<file path="src/rtl/mul_sequencer_if.sv">
// rtl/mul_sequencer_if.sv - EX-stage multiply request/response bundle
interface mul_sequencer_if #(
  parameter int XLEN = 32
);
  logic            start_mulE;
  logic [1:0]      mul_op;
  logic [XLEN-1:0] srcA_E;
  logic [XLEN-1:0] srcB_E;
  logic [4:0]      rdE;
  logic            stall_mul;
  logic            mul_busy;
  logic            mul_done;
  logic [XLEN-1:0] mul_result;
  logic [4:0]      mul_rd;

  modport master (
    output start_mulE, mul_op, srcA_E, srcB_E, rdE,
    input  stall_mul, mul_busy, mul_done, mul_result, mul_rd
  );

  modport slave (
    input  start_mulE, mul_op, srcA_E, srcB_E, rdE,
    output stall_mul, mul_busy, mul_done, mul_result, mul_rd
  );
endinterface

</file>
<file path="src/rtl/mul_sequencer.sv">
// rtl/mul_sequencer.sv - iterative shift-add RV32 multiply sequencer with pipeline stall
// MUL_RADIX4_EN selects 2 multiplier bits per step (16 RUN cycles) instead of 1 (32).
module mul_sequencer #(
  parameter int XLEN = 32
) (
  input logic           clk,
  input logic           rst,
  mul_sequencer_if.slave bus
);
  localparam int W2 = 2 * XLEN;
  localparam logic [W2-1:0]   ONE_W2 = 1;
  localparam logic [XLEN-1:0] ONE_X  = 1;
`ifdef MUL_RADIX4_EN
  localparam logic [4:0] LAST_STEP = 5'd15;
`else
  localparam logic [4:0] LAST_STEP = 5'd31;
`endif

  typedef enum logic [1:0] {IDLE, RUN, DONE} state_t;

  state_t          state_q, state_d;
  logic [1:0]      op_q, op_d;
  logic [4:0]      rd_q, rd_d, mul_rd_q, mul_rd_d, cnt_q, cnt_d;
  logic            neg_q, neg_d;
  logic [XLEN-1:0] mplier_q, mplier_d, result_q, result_d;
  logic [W2-1:0]   mcand_q, mcand_d, acc_q, acc_d;
`ifdef MUL_RADIX4_EN
  logic [W2-1:0]   mcand3_q, mcand3_d;
`endif

  logic            a_sgn, b_sgn, stall_c;
  logic [XLEN-1:0] mag_a, mag_b;
  logic [W2-1:0]   acc_step, product;

  // MUL/MULH treat both operands as signed, MULHSU only rs1, MULHU neither
  assign a_sgn = (bus.mul_op != 2'b11);
  assign b_sgn = ~bus.mul_op[1];
  assign mag_a = (a_sgn && bus.srcA_E[XLEN-1]) ? (~bus.srcA_E + ONE_X) : bus.srcA_E;
  assign mag_b = (b_sgn && bus.srcB_E[XLEN-1]) ? (~bus.srcB_E + ONE_X) : bus.srcB_E;

  always_comb begin
    state_d  = state_q;
    op_d     = op_q;
    rd_d     = rd_q;
    mul_rd_d = mul_rd_q;
    cnt_d    = cnt_q;
    neg_d    = neg_q;
    mplier_d = mplier_q;
    result_d = result_q;
    mcand_d  = mcand_q;
    acc_d    = acc_q;
`ifdef MUL_RADIX4_EN
    mcand3_d = mcand3_q;
`endif
    acc_step = acc_q;
    product  = '0;
    stall_c  = 1'b0;
    case (state_q)
      IDLE: begin
        stall_c = bus.start_mulE;
        if (bus.start_mulE) begin
          op_d     = bus.mul_op;
          rd_d     = bus.rdE;
          neg_d    = (a_sgn & bus.srcA_E[XLEN-1]) ^ (b_sgn & bus.srcB_E[XLEN-1]);
          mcand_d  = {{XLEN{1'b0}}, mag_a};
          mplier_d = mag_b;
`ifdef MUL_RADIX4_EN
          mcand3_d = {{XLEN{1'b0}}, mag_a} + {{(XLEN-1){1'b0}}, mag_a, 1'b0};
`endif
          acc_d    = '0;
          cnt_d    = '0;
          state_d  = RUN;
        end
      end
      RUN: begin
        stall_c = 1'b1;
`ifdef MUL_RADIX4_EN
        case (mplier_q[1:0])
          2'b01:   acc_step = acc_q + mcand_q;
          2'b10:   acc_step = acc_q + (mcand_q << 1);
          2'b11:   acc_step = acc_q + mcand3_q;
          default: acc_step = acc_q;
        endcase
        mcand_d  = mcand_q << 2;
        mcand3_d = mcand3_q << 2;
        mplier_d = mplier_q >> 2;
`else
        acc_step = mplier_q[0] ? (acc_q + mcand_q) : acc_q;
        mcand_d  = mcand_q << 1;
        mplier_d = mplier_q >> 1;
`endif
        acc_d = acc_step;
        cnt_d = cnt_q + 5'd1;
        if (cnt_q == LAST_STEP) begin
          // Result is registered on the way into DONE so it is stable for the whole DONE cycle
          product  = neg_q ? (~acc_step + ONE_W2) : acc_step;
          result_d = (op_q == 2'b00) ? product[XLEN-1:0] : product[W2-1:XLEN];
          mul_rd_d = rd_q;
          state_d  = DONE;
        end
      end
      DONE:    state_d = IDLE;
      default: state_d = IDLE;
    endcase
  end

  always_ff @(posedge clk or negedge rst) begin
    if (!rst) begin
      state_q  <= IDLE;
      op_q     <= '0;
      rd_q     <= '0;
      mul_rd_q <= '0;
      cnt_q    <= '0;
      neg_q    <= 1'b0;
      mplier_q <= '0;
      result_q <= '0;
      mcand_q  <= '0;
      acc_q    <= '0;
`ifdef MUL_RADIX4_EN
      mcand3_q <= '0;
`endif
    end else begin
      state_q  <= state_d;
      op_q     <= op_d;
      rd_q     <= rd_d;
      mul_rd_q <= mul_rd_d;
      cnt_q    <= cnt_d;
      neg_q    <= neg_d;
      mplier_q <= mplier_d;
      result_q <= result_d;
      mcand_q  <= mcand_d;
      acc_q    <= acc_d;
`ifdef MUL_RADIX4_EN
      mcand3_q <= mcand3_d;
`endif
    end
  end

  assign bus.stall_mul  = stall_c;
  assign bus.mul_busy   = (state_q != IDLE);
  assign bus.mul_done   = (state_q == DONE);
  assign bus.mul_result = result_q;
  assign bus.mul_rd     = mul_rd_q;
endmodule

</file>
<file path="src/flat_wrapper.sv">
// flat-port wrapper written by rule: the top's interface ports become plain ports
module mul_sequencer_flat 
#(
  parameter int XLEN = 32
)
  (clk, rst, bus_start_mulE, bus_mul_op, bus_srcA_E, bus_srcB_E, bus_rdE, bus_stall_mul, bus_mul_busy, bus_mul_done, bus_mul_result, bus_mul_rd);
  mul_sequencer_if #(.XLEN(XLEN)) bus_i ();
  input logic clk;
  input logic rst;
  input wire logic [$bits(bus_i.start_mulE)-1:0] bus_start_mulE;
  input wire logic [$bits(bus_i.mul_op)-1:0] bus_mul_op;
  input wire logic [$bits(bus_i.srcA_E)-1:0] bus_srcA_E;
  input wire logic [$bits(bus_i.srcB_E)-1:0] bus_srcB_E;
  input wire logic [$bits(bus_i.rdE)-1:0] bus_rdE;
  output wire logic [$bits(bus_i.stall_mul)-1:0] bus_stall_mul;
  output wire logic [$bits(bus_i.mul_busy)-1:0] bus_mul_busy;
  output wire logic [$bits(bus_i.mul_done)-1:0] bus_mul_done;
  output wire logic [$bits(bus_i.mul_result)-1:0] bus_mul_result;
  output wire logic [$bits(bus_i.mul_rd)-1:0] bus_mul_rd;
  assign bus_i.start_mulE = bus_start_mulE;
  assign bus_i.mul_op = bus_mul_op;
  assign bus_i.srcA_E = bus_srcA_E;
  assign bus_i.srcB_E = bus_srcB_E;
  assign bus_i.rdE = bus_rdE;
  assign bus_stall_mul = bus_i.stall_mul;
  assign bus_mul_busy = bus_i.mul_busy;
  assign bus_mul_done = bus_i.mul_done;
  assign bus_mul_result = bus_i.mul_result;
  assign bus_mul_rd = bus_i.mul_rd;
  mul_sequencer #(.XLEN(XLEN)) u_core (.clk(clk), .rst(rst), .bus(bus_i));
endmodule
</file>
<file path="config.mk">
export PLATFORM = sky130hd
export DESIGN_NAME = mul_sequencer_flat
export DESIGN_NICKNAME = d
export VERILOG_FILES = /design/src/rtl/mul_sequencer_if.sv /design/src/rtl/mul_sequencer.sv /design/src/flat_wrapper.sv
export SDC_FILE = /design/constraint.sdc
export NUM_CORES = 1
export LEC_CHECK = 0
export ABC_AREA = 1
export BUFFER_PORTS_ARGS = -buffer_cell sky130_fd_sc_hd__buf_4
export CELL_PAD_IN_SITES_DETAIL_PLACEMENT = 1
export CELL_PAD_IN_SITES_GLOBAL_PLACEMENT = 1
export CORE_ASPECT_RATIO = 1.75
export CORE_MARGIN = 2
export CORE_UTILIZATION = 47
export DETAILED_ROUTE_END_ITERATION = 7
export PLACE_DENSITY_LB_ADDON = 0.1
export SETUP_SLACK_MARGIN = 0.05
export SLEW_MARGIN = 20
export SYNTH_ARGS = -nofsm -noshare
export SYNTH_HDL_FRONTEND = slang
export SYNTH_SLANG_ARGS = --single-unit
</file>
<file path="constraint.sdc">
create_clock -name clk -period 7.35 [get_ports clk]
set_input_delay 0.735 -clock clk [delete_from_list [all_inputs] [get_ports clk]]
set_output_delay 0.735 -clock clk [all_outputs]
set_load 0.01 [all_outputs]
</file>
==> flow_summary.toml <==
[logic_synthesis]
ys_seq_area_share_pct = 27.6
synth_nets = 3371
ys_ff_latch = 212
synth_area_leaders = "dfrtp_1 28%, nand2_1 23%, inv_1 10%, nand3_1 6.1%, nor2_1 5.3%"
syn_inst = 3228
synth_edf_count = 0
netlist_area_um2 = 19200
ys_types = 53
ys_warn_count = 0
yosysTopAreaCell = "dfrtp_1"
yosys.area.top_type_share_pct = 27.6
async_flop_share_pct = 100
synth.avg_cell_area_um2 = 5.96
synth_flop_cell = "dfrtp_1"

[setup_path]
startpoint = "u_core.acc_q[43]"
path_depth = 20
reg2reg_to = "u_core.bus.mul_result[29]"
r2r_start = "u_core.acc_q[43]"
reg2regPathDepth = 20
startpoint_type = "flop"
cpMostUsedCell = "nand2_1"
critPathRequiredTime_ns = 7.84
cp-endpoint = "u_core.bus.mul_result[29]"
crit_buf_inv = 0
max_stage_delay_ns = 0.78
crit_fanout = 5
path_cells = "ha_1 -> nand2_1 -> nor2_1 -> nand2_1 -> nor2_1 -> and3_1 -> nand2_1 -> nand2_1 -> nand2_1 -> nand3_1 -> nand2_1 -> nor2_1 -> nand2_1 -> nor2_1 -> nand2_1 -> nand2_1 -> nand2_1 -> nand2_1 -> nand3_1 -> a21oi_1"
path_class = "flop to flop"
endpoint_kind = "flop"
crit_path_top_delay_cell = "ha_1"
reg2reg_slack_ns = 2.57
crit_family = "simple AND/OR/NAND/NOR gates"
cp.arrival_ns = 5.27

[clock_network]
cts_htree_levels = 1
clk_latency_ns = 0.58
cts_root_buffer = "clkbuf_16"
cts.path.max_buffers = 3
cts_hold_buf = 0
clock-sinks = 212
postCtsSetupRepairBufs = 0
numCtsBuffers = 24
tritoncts = "built"
cts_resized = 0
path_clk_slew_ns = 0.07

[flow_run]
maxCapViolations = 0

[sta]
worst_pin_slew_ns = 1.23
setup_viol_count_final = 0
min_period_ns = 4.78
finClkSkew_ns = 0.0181
fmax_mhz = 209
slew_headroom_pct = 18.2
hold_ws_ns = 0.180
tns_ns = 0
slew_violations = 0
final.period_utilization_pct = 65.1
rsz0062_at_grt = "no"
hold_viol = 0

[status]
status = "complete, no violations"

[drt]
routedWlPerCell_um = 26.6
vias = 23600
wl_um = 103000
viasPerCell = 6.10
drc = 0
firstDrtPassIters = 6
ant_nets = 0
drt-initial-drc-count = 1977

[place]
gp_congestion = 1.06
dp_hpwl_um = 74000
place_area_um2 = 20600
port_buffers = 113

[floorplan]
die_h_um = 272
die-area_um2 = 42700
num_io_pins = 114
start_util_pct = 47.4
fp-row-count = 98
die_x_um = 157
coreArea_um2 = 40600

[finish]
fin_area_um2 = 21400
area_delta_synth_final_pct = 11.4
final_net_count = 3440
drive_gt1_share_pct = 8.81

[power]
powerDensity_nw_per_um2 = 616
power_leakage_uw = 0.0118
vdd_drop_max_v = 0.000454

[global_routing]
grt_pass1_vias = 25300
antenna_found_initial = 5
grt_start_max_net_pins = 104
grt_overflow = 0
grt_pass1_wl_um = 153000
grt_use_total_pct = 48.5

[min_path]
hold_class = "input pin to async pin"
-- per-layer routing --
metal / global-route usage [%] / share of wire (%) / wire [um] / vias up
met5: 1.39 / 0.036 / 37 / -
met4: 51.4 / 14 / 13900 / 6
met3: 13.4 / 8.2 / 8470 / 649
met2: 79.4 / 46 / 47900 / 1292
met1: 46.7 / 32 / 32700 / 11300
li1: - / - / - / 10300
-- Yosys cell counts (27+ instances only) --
cell type	number
ha_1	68
nor3_1	35
a21oi_1	79
nand3_1	235
o22ai_1	80
a22oi_1	60
dfrtp_1	212
xor2_1	35
nor2_1	274
o21ai_0	127
clkbuf_1	55
nor2_2	27
inv_1	525
nand2_1	1166
-- area by class of cell --
class | count | area, um^2
fill | 5707 | 19100
tap | 550 | 688
clock inverter | 11 | 158
antenna | 1 | 2.50
sequential | 212 | 5310
multi-input combinational | 2382 | 11600
inverter | 548 | 2060
clock buffer | 32 | 681
timing repair buffer | 129 | 980
-- state kept, by name, indices dropped and copies added, names as in the netlist --
name,count
u_core.acc_q,64
u_core.mcand_q,64
u_core.bus.mul_result,32
u_core.mplier_q,32
u_core.bus.mul_rd,5
u_core.cnt_q,5
u_core.rd_q,5
u_core.op_q,2
u_core.state_q,2
u_core.neg_q,1
-- placed cells by master, fill, tap and decap left out, types with 4 or more instances in the layout --
master	count
inv_2	19
o21ai_0	127
nand3_2	12
nor2_4	9
nor4_1	9
clkbuf_16	24
nand4_1	25
ha_1	68
nand2_2	25
clkbuf_8	5
a21oi_1	79
inv_1	525
nor3_1	34
dfrtp_1	210
a22oi_1	60
nand3_1	235
or2_2	17
clkinv_1	4
nand3b_1	4
o31ai_1	5
a31oi_1	9
nor3_2	4
buf_4	127
xor2_1	35
nor2_2	28
and2_1	5
o22ai_1	80
a2bb2oi_1	9
a21boi_1	10
nand2_1	1165
xnor2_1	15
nor2_1	271
o21ai_1	13
-- cell families after synthesis --
| family | synth area share (%) |
|---|---|
| XOR/XNOR | 2.27 |
| flip-flops | 27.6 |
| AND/OR/NAND/NOR | 40.4 |
| adder cells (fa/ha/maj) | 4.52 |
| buffers and inverters | 12.4 |
| AO/OA/AOI/OAI | 12.8 |
-- report_power, final --
group / switching (uW) / internal [uW] / leakage (uW)
clock: 598 / 762 / 0.000411
sequential: 666 / 1700 / 0.00267
combinational: 7000 / 2490 / 0.00867
-- worst register-to-register path, delay by kind of cell, from the launching register on --
family                   cells  cell delay (ns)
adder cells (fa/ha/maj)      1             0.79
flip-flops                   1             0.44
AND/OR/NAND/NOR             18             3.27
AO/OA/AOI/OAI                1             0.19
-- metrics by stage --
stage,instances,util (%),power (uW),worst slack (ns)
2_1_floorplan,3228,-,7730,4.39
3_3_place_gp,3821,50.7,10700,3.21
3_5_place_dp,3821,50.7,11000,3.03
4_1_cts,3864,52.8,12600,2.83
5_1_grt,3864,52.8,13900,2.42
6_report,3865,52.8,13200,2.57
-- worst min path at each step --
stage	from	end	slack (ns)	depth (start not counted)
floorplan	rst	u_core.acc_q[0]	0.44	0
global placement	u_core.rd_q[1]	u_core.bus.mul_rd[1]	0.45	2
detailed placement	u_core.rd_q[2]	u_core.bus.mul_rd[2]	0.46	2
CTS	rst	u_core.mcand_q[38]	0.25	1
global route	rst	u_core.mcand_q[36]	0.28	1
finish	rst	u_core.mcand_q[36]	0.18	1
Power figures use the tool's default switching activity.
